**src/rtl/gf_pkg.sv**
```systemverilog
// GF(2^SYMB_WIDTH) definitions shared by the Reed-Solomon datapath blocks:
// field constants, symbol/syndrome types and alpha power table helpers.
package gf_pkg;

  localparam int unsigned SYMB_WIDTH  = 8;
  localparam logic [SYMB_WIDTH:0] PRIM_POLY = 9'h11D;
  localparam int unsigned FIELD_ORDER = (1 << SYMB_WIDTH) - 1;
  localparam int unsigned ROOTS_NUM   = 4;

  typedef logic [SYMB_WIDTH-1:0] symb_t;
  typedef symb_t [FIELD_ORDER-1:0] alpha_to_symb_t;
  typedef symb_t [ROOTS_NUM-1:0] syndr_vec_t;

  // Multiply by alpha (x), reducing by the primitive polynomial.
  function automatic symb_t mul_x(symb_t a);
    symb_t sh;
    sh = {a[SYMB_WIDTH-2:0], 1'b0};
    return a[SYMB_WIDTH-1] ? (sh ^ PRIM_POLY[SYMB_WIDTH-1:0]) : sh;
  endfunction

  function automatic alpha_to_symb_t alpha_to_symb_table();
    alpha_to_symb_t t;
    symb_t r;
    t = '0;
    r = symb_t'(1);
    // Shift entries in from the top so that entry k ends up holding alpha^k.
    for (int unsigned k = 0; k < FIELD_ORDER; k++) begin
      t = {r, t[FIELD_ORDER-1:1]};
      r = mul_x(r);
    end
    return t;
  endfunction

  function automatic symb_t alpha_to_symb(int unsigned exp);
    symb_t r;
    r = symb_t'(1);
    for (int unsigned k = 0; k < exp % FIELD_ORDER; k++) r = mul_x(r);
    return r;
  endfunction

  function automatic int unsigned symb_to_alpha(symb_t s);
    int unsigned res;
    symb_t r;
    res = 0;
    r = symb_t'(1);
    for (int unsigned k = 0; k < FIELD_ORDER; k++) begin
      if (r == s) res = k;
      r = mul_x(r);
    end
    return res;
  endfunction

  function automatic symb_t root_symb(int unsigned exp);
    return alpha_to_symb(exp % FIELD_ORDER);
  endfunction

endpackage

```
**src/rtl/gf_mult.sv**
```systemverilog
// Combinational GF(2^SYMB_WIDTH) multiplier (shift-and-add, polynomial basis).
module gf_mult
  import gf_pkg::*;
(
  input  symb_t a,
  input  symb_t b,
  output symb_t p
);

  symb_t sh;
  symb_t bb;

  always_comb begin
    p  = '0;
    sh = a;
    bb = b;
    for (int unsigned i = 0; i < SYMB_WIDTH; i++) begin
      if (bb[0]) p = p ^ sh;
      sh = mul_x(sh);
      bb = bb >> 1;
    end
  end

endmodule

```
**src/rtl/rs_syndr_cell.sv**
```systemverilog
// One Horner-rule syndrome accumulator evaluating the codeword at a fixed root.
module rs_syndr_cell
  import gf_pkg::*;
#(
  parameter symb_t ROOT = symb_t'(1)
) (
  input  logic  clk,
  input  logic  rst,
  input  logic  en,
  input  logic  first,
  input  symb_t s_data,
  output symb_t upd
);

  symb_t acc;
  symb_t prod;

  gf_mult u_mult (
    .a (acc),
    .b (ROOT),
    .p (prod)
  );

  assign upd = first ? s_data : (prod ^ s_data);

  always_ff @(posedge clk or posedge rst) begin
    if (rst)     acc <= '0;
    else if (en) acc <= upd;
  end

endmodule

```
**src/rtl/rs_syndrome.sv**
```systemverilog
// Streaming Reed-Solomon syndrome calculator: one symbol per cycle, highest
// degree first, registered syndrome vector with a nonzero flag per codeword.
module rs_syndrome
  import gf_pkg::*;
#(
  parameter int unsigned ROOTS_NUM = gf_pkg::ROOTS_NUM,
  parameter int unsigned FCR       = 1
) (
  input  logic                                 clk,
  input  logic                                 rst,
  input  logic                                 s_valid,
  input  logic [SYMB_WIDTH-1:0]                s_data,
  input  logic                                 s_last,
  output logic                                 s_ready,
  output logic                                 syndr_valid,
  output logic [ROOTS_NUM-1:0][SYMB_WIDTH-1:0] syndr,
  output logic                                 syndr_nonzero,
  input  logic                                 syndr_ready
);

  logic                                 accept;
  logic                                 first;
  logic [ROOTS_NUM-1:0][SYMB_WIDTH-1:0] upd_vec;

  assign s_ready = !syndr_valid || syndr_ready;
  assign accept  = s_valid && s_ready;

  for (genvar j = 0; j < ROOTS_NUM; j++) begin : g_cell
    rs_syndr_cell #(
      .ROOT (root_symb(FCR + j))
    ) u_cell (
      .clk    (clk),
      .rst    (rst),
      .en     (accept),
      .first  (first),
      .s_data (s_data),
      .upd    (upd_vec[j])
    );
  end

  // The beat after an accepted s_last always opens a new codeword.
  always_ff @(posedge clk or posedge rst) begin
    if (rst)         first <= 1'b1;
    else if (accept) first <= s_last;
  end

  always_ff @(posedge clk or posedge rst) begin
    if (rst) begin
      syndr         <= '0;
      syndr_valid   <= 1'b0;
      syndr_nonzero <= 1'b0;
    end else if (accept && s_last) begin
      syndr         <= upd_vec;
      syndr_valid   <= 1'b1;
      syndr_nonzero <= |upd_vec;
    end else if (syndr_valid && syndr_ready) begin
      syndr_valid   <= 1'b0;
    end
  end

endmodule
```
**config.mk**
```make
export PLATFORM = sky130hd
export DESIGN_NAME = rs_syndrome
export DESIGN_NICKNAME = d
export VERILOG_FILES = /design/src/rtl/gf_pkg.sv /design/src/rtl/gf_mult.sv /design/src/rtl/rs_syndr_cell.sv /design/src/rtl/rs_syndrome.sv
export SDC_FILE = /design/constraint.sdc
export NUM_CORES = 1
export LEC_CHECK = 0
export ABC_AREA = 0
export CAP_MARGIN = 20
export CORE_MARGIN = 10
export CORE_UTILIZATION = 60
export CTS_CLUSTER_DIAMETER = 40
export DETAILED_ROUTE_END_ITERATION = 8
export PLACE_DENSITY = 0.89
export SETUP_SLACK_MARGIN = 0.1
export SLEW_MARGIN = 15
export SYNTH_ARGS = -nofsm -noshare
export SYNTH_HDL_FRONTEND = slang
export SYNTH_HIERARCHICAL = 1
export SYNTH_SLANG_ARGS = --single-unit
export TNS_END_PERCENT = 20
```
**constraint.sdc**
```tcl
create_clock -name clk -period 3 [get_ports clk]
set_input_delay 0.75 -clock clk [delete_from_list [all_inputs] [get_ports clk]]
set_output_delay 0.75 -clock clk [all_outputs]
set_load 0.01 [all_outputs]
```
Yosys cells after proc, flatten, opt, wreduce, memory -nomap -nowiden
Index checks and enable logic that the tools add are counted.
- register bits after elaboration: 67
- input bits: 13
- output and inout port bits: 35
- mux-type cells: 16
- reductions and logical operators: 7
- bitwise logic cells: 14
- operators with widths (kind ; count):
    $mux 5 ; 10
    $not 4->4 ; 10
    $mux 8 ; 4
    $reduce_or 32->1 ; 1
    $xor 8x8->8 ; 4
    $logic_and 1x1->1 ; 3
    $mux 1 ; 2
    $reduce_bool 2->1 ; 1
    $logic_not 1->1 ; 1
    $logic_or 1x1->1 ; 1

Logic depth before layout (Yosys ltp)
- word-level depth: 11
- mapped depth: 12

Hierarchy
The synthesis kept the hierarchy.
- modules (own cells, without submodules) (module ; area an instance (sq um) ; instances ; cells an instance ; sequential area each (sq um)):
    gf_mult (g_cell[1].u_cell.u_mult ...) ; 1347.5 ; 3 ; 173 ; 0.0
    rs_syndr_cell ; 593.1 ; 4 ; 54 ; 200.2
    rs_syndrome ; 1512.7 ; 1 ; 89 ; 877.1
    gf_mult (g_cell[0].u_cell.u_mult) ; 1174.9 ; 1 ; 165 ; 0.0

Worst setup path after synthesis
No wires, ideal clock.
- path kind: flip-flop to flip-flop
- from: reg g_cell[2].u_cell.acc[5]
- to: reg syndr_nonzero
- slack: 405 ps
- required time: 2832 ps
- library setup time: 168 ps
- arrival: 2427 ps
- stages on the path, launching flop included: 12
- cells stage by stage: dfrtp_1 buf_6 xor3_1 nand2_1 xnor3_1 xnor2_2 xnor3_1 nand2b_1 xnor2_1 nor4_1 and4_1 a41oi_1
- RTL lines (item ; line ; text):
    from (decl) ; rs_syndr_cell.sv:15 ; symb_t acc;
    from (signal assigned) ; rs_syndr_cell.sv:28 ; else if (en) acc <= upd;
    to (signal assigned) ; rs_syndrome.sv:55 ; syndr_nonzero <= |upd_vec;
    to (decl) ; rs_syndrome.sv:17 ; output logic syndr_nonzero,

==> results <==
- Once detail routing completed, the nets flagged for antenna violations numbered 0.
- Based on the critical path, the design can be clocked at up to 354 MHz.
- STA classifies the critical path endpoint as a register.
- The core region area is 14,700 µm².
- The clock net in this run drives a total of 67 sinks.
- After the last flow step, the layout net total stands at 1,114.
- Of the available clock period, the critical path in the final layout requires 0.942.
- The combinational family with the most area after synthesis is XOR/XNOR gates.
- The overall routing resource usage is 0.229.
- The buffering stage count on the worst path with inverters included is 0.
- The cell sitting at the root of the clock tree is a sky130_fd_sc_hd__clkbuf_16.
- Of the total synthesized cell area, the portion taken by XOR and XNOR cells is 0.378.
- The share of the synthesized area in compound gates (AO/OA/AOI/OAI) is 0.0819.
- The H-tree was split into 3 levels.
- The via-per-instance ratio is 5.81.
- The cell family contributing the most delay on the critical path is XOR/XNOR gates.
- The most numerous cell on the critical path is sky130_fd_sc_hd__xnor2_1.
- The number of max-slew violations in the final report is 0.
- In the synthesized netlist the dominant register cell turns out to be sky130_fd_sc_hd__dfrtp_1.
- After legalization and detailed placement, the total HPWL measured 17,100 µm.
- The clock skew is 0.0113 ns.
- Headroom to the max-slew limit came out at 0.533.
- The largest fanout of any net on the critical path is 10.
- In this run the count of I/O pins placed on the die edge is 48.
- The initial antenna violation count is 0.
- For this configuration, the core starts out at a cell density of 0.619.
- The number of hold buffers added after CTS was 0.
- TritonCTS built the clock tree.
- Each instance of the synthesized netlist takes up on average 9.20 µm².
- For the pin with the worst max-slew slack, the measured transition is 0.700 ns.
- The async set-reset flop share out of synthesis is 1.00.
- The final RePlAce weighted congestion is 0.938.
- STA puts the critical path data required time at 3.18 ns.
- The mapped netlist covers 9100 µm².
- After detailed routing, the number of remaining DRC violations is 0.
- The average routed wire per standard cell is 18.9 µm.
- The Yosys step of the flow raised 6 warnings.
- The full die area is 20,500 µm².
- The number of max-cap violations is 0.
- Of the synthesized area, sequential elements account for 0.184.
- Setup repair after global routing left no endpoint under its margin.
- Counting the buffers created by CTS gives 9.
- The class of the most critical hold timing path is register to register.
- The die outline height is 143 µm.
- The routed design could run at a clock period as short as 2.83 ns.
- The final layout contains routed wiring with a total length of 24,400 µm.
- The delay of the slowest cell on the worst path is 0.59 ns.
- The number of enable-type register cells in the synthesized netlist is 0.
- The first global-routing pass estimated 38,000 µm of wire.
- After synthesis, the share of cell area in mux cells is 0.0715.
- The endpoint arrival time on the critical path is 3.01 ns.
- Adding up every negative setup slack in the final design gives 0 ns.
- The repair_antennas step left the layout with diodes totalling 0.
- Across all layers, the routed design uses 7,499 vias.
- The final cell count without fillers is 1,290.
- The pin count of the biggest net entering global routing is 37.
- The via count of the first global-routing pass is 7,336.
- The insertion delay of the later-clocked pin in the worst-skew pair is 0.35 ns.
- The number of filler instances in the final layout is 1,025.
- The layout-stage area growth over the synthesis result is 13.9%.
- The number of endpoints with negative hold slack in the final report came to 0.
- The aggregate global routing overflow is 0.
- The clock-pin slew on the worst setup and hold paths is 0.05 ns.
- The library cells used most frequently in the layout, excluding fill and tap cells, are sky130_fd_sc_hd__nand2_1 (197), sky130_fd_sc_hd__xnor2_1 (178), sky130_fd_sc_hd__conb_1 (83).
- After technology mapping, the gate count stands at 989.
- The number of flip-flops and latches in the synthesized netlist is 67.
- Of the total synthesized cell area, the portion taken by full adders, half adders and majority gates is 0.
- The worst setup path category is register to register.
- The share of synthesized cell area in and, or, nand and nor gates is 0.222.
- The clock tree buffer depth is 2.
- Walking the worst path, the cells encountered are xor2_2 -> nand2_1 -> xor2_1 -> xnor2_1 -> xnor2_1 -> xnor2_1 -> nand2b_1 -> xnor2_1 -> nor4_2 -> and4_4 -> a41oi_1.
- The most frequent standard cell in the layout excluding fill and tap cells is sky130_fd_sc_hd__nand2_1.
- The first TritonRoute pass finished after 5 iterations.
- After floorplanning, the core was divided into 44 placement rows.
- The die is 143 µm wide.
- The number of setup violations in the final report is 0.
- Of the cells placed in the final design, the portion with a size suffix greater than 1 is 0.137.
- The count of buffers added on input and output ports is 47.
- STA classifies the critical path startpoint as a register.
- The cell total after placement is 1,273.
- Among all stages on the critical path, the largest delay is contributed by sky130_fd_sc_hd__dfrtp_1.
- The run finished with clean final reports.
- In this run, the number of DRC markers left after iteration 0 of detailed routing was 928.
- The count of cell types in the netlist is 51.
[layout make-up]
cell class,instances,area [µm²],area share
multi-input combinational,900,7220,0.696
timing repair buffer,101,880,0.0848
inverter,22,82.6,0.00797
clock inverter,2,10.0,0.000965
sequential,67,1680,0.162
clock buffer,14,264,0.0255
tap,184,230,0.0222
[layer usage]
layer  track usage  wire length, µm  vias to the layer above
met3        0.0501             2030                       72
met2         0.383            11700                      353
met4        0.0814              712                        0
met5             0                0                        -
met1         0.286             9920                     3641
li1              -                -                     3433
[sequential cells by signal, indices dropped and copies added, names as in the netlist]
register,count
syndr,32
syndr_nonzero,1
syndr_valid,1
first,1
g_cell.u_cell/acc,32
[logic make-up (layout without fill, tap and decap cells)]
family / after synthesis / after routing
DFF: 67 / 67
muxes: 50 / 50
xor gates and xnor gates: 310 / 310
and+or+nand+nor: 366 / 366
AOI/OAI and AO/OA: 91 / 91
other: 8 / 83
buffers and inverters: 97 / 139
[Yosys cell counts (all sizes together) (5+ instances only)]
library cell | n | area share
mux2i | 14 | 0.015
nand2b | 51 | 0.038
o22ai | 6 | 0.0041
and4bb | 32 | 0.044
o21ai | 6 | 0.0033
and2 | 36 | 0.025
nor3b | 6 | 0.0049
mux2 | 36 | 0.056
conb | 8 | 0.0033
clkbuf | 31 | 0.013
dfrtp | 66 | 0.18
nor2b | 16 | 0.011
xnor3 | 28 | 0.070
xnor2 | 187 | 0.19
a22oi | 5 | 0.0041
a21oi | 10 | 0.0055
nand2 | 197 | 0.081
buf | 44 | 0.037
xor2 | 83 | 0.089
nor2 | 10 | 0.0041
nor4 | 8 | 0.0055
inv | 22 | 0.0091
a221o | 32 | 0.035
a222oi | 6 | 0.0066
xor3 | 12 | 0.031
a32oi | 6 | 0.0058
a211oi | 7 | 0.0058
[metrics by stage]
stage | instance area, µm² | worst slack (ns) | util | hold slack (ns)
final | 10400 | 0.174 | 0.705 | 0.506
after global routing | 10400 | 0.0636 | 0.705 | 0.529
after global placement | 10000 | 0.216 | 0.682 | 0.493
after floorplan | 9380 | 0.405 | - | 0.478
after detailed placement | 10000 | 0.150 | 0.682 | 0.496
after CTS | 10300 | 0.130 | 0.701 | 0.509
[worst register-to-register path, stage by stage, from the launching register on]
cell and delay (ns):
sky130_fd_sc_hd__dfrtp_1 0.59, sky130_fd_sc_hd__xor2_2 0.19, sky130_fd_sc_hd__nand2_1 0.09, sky130_fd_sc_hd__xor2_1 0.20, sky130_fd_sc_hd__xnor2_1 0.15, sky130_fd_sc_hd__xnor2_1 0.15, sky130_fd_sc_hd__xnor2_1 0.16, sky130_fd_sc_hd__nand2b_1 0.12
sky130_fd_sc_hd__xnor2_1 0.20, sky130_fd_sc_hd__nor4_2 0.40, sky130_fd_sc_hd__and4_4 0.30, sky130_fd_sc_hd__a41oi_1 0.12
[timing repair]
action	in CTS	in global routing
pin swaps	0	6
gates cloned	0	0
endpoints found under the setup margin	1	1
buffers inserted	0	1
resized for setup	1	11
[worst paths after layout]
path	startpoint	slack (ns)	depth (start not counted)	endpoint
max in group asynchronous	rst	1.43	3	first
setup reg to reg	g_cell[0].u_cell/acc[3]	0.17	11	syndr_nonzero
hold / removal	syndr[20]	0.51	1	syndr[20]
setup / recovery	g_cell[0].u_cell/acc[3]	0.17	11	syndr_nonzero
min in group asynchronous	rst	0.86	2	syndr[10]
hold reg to reg	syndr[20]	0.51	1	syndr[20]
Power is left out: the tool's default activity adds up to more than one toggle a clock period on the data nets, which glitch-free logic cannot reach.
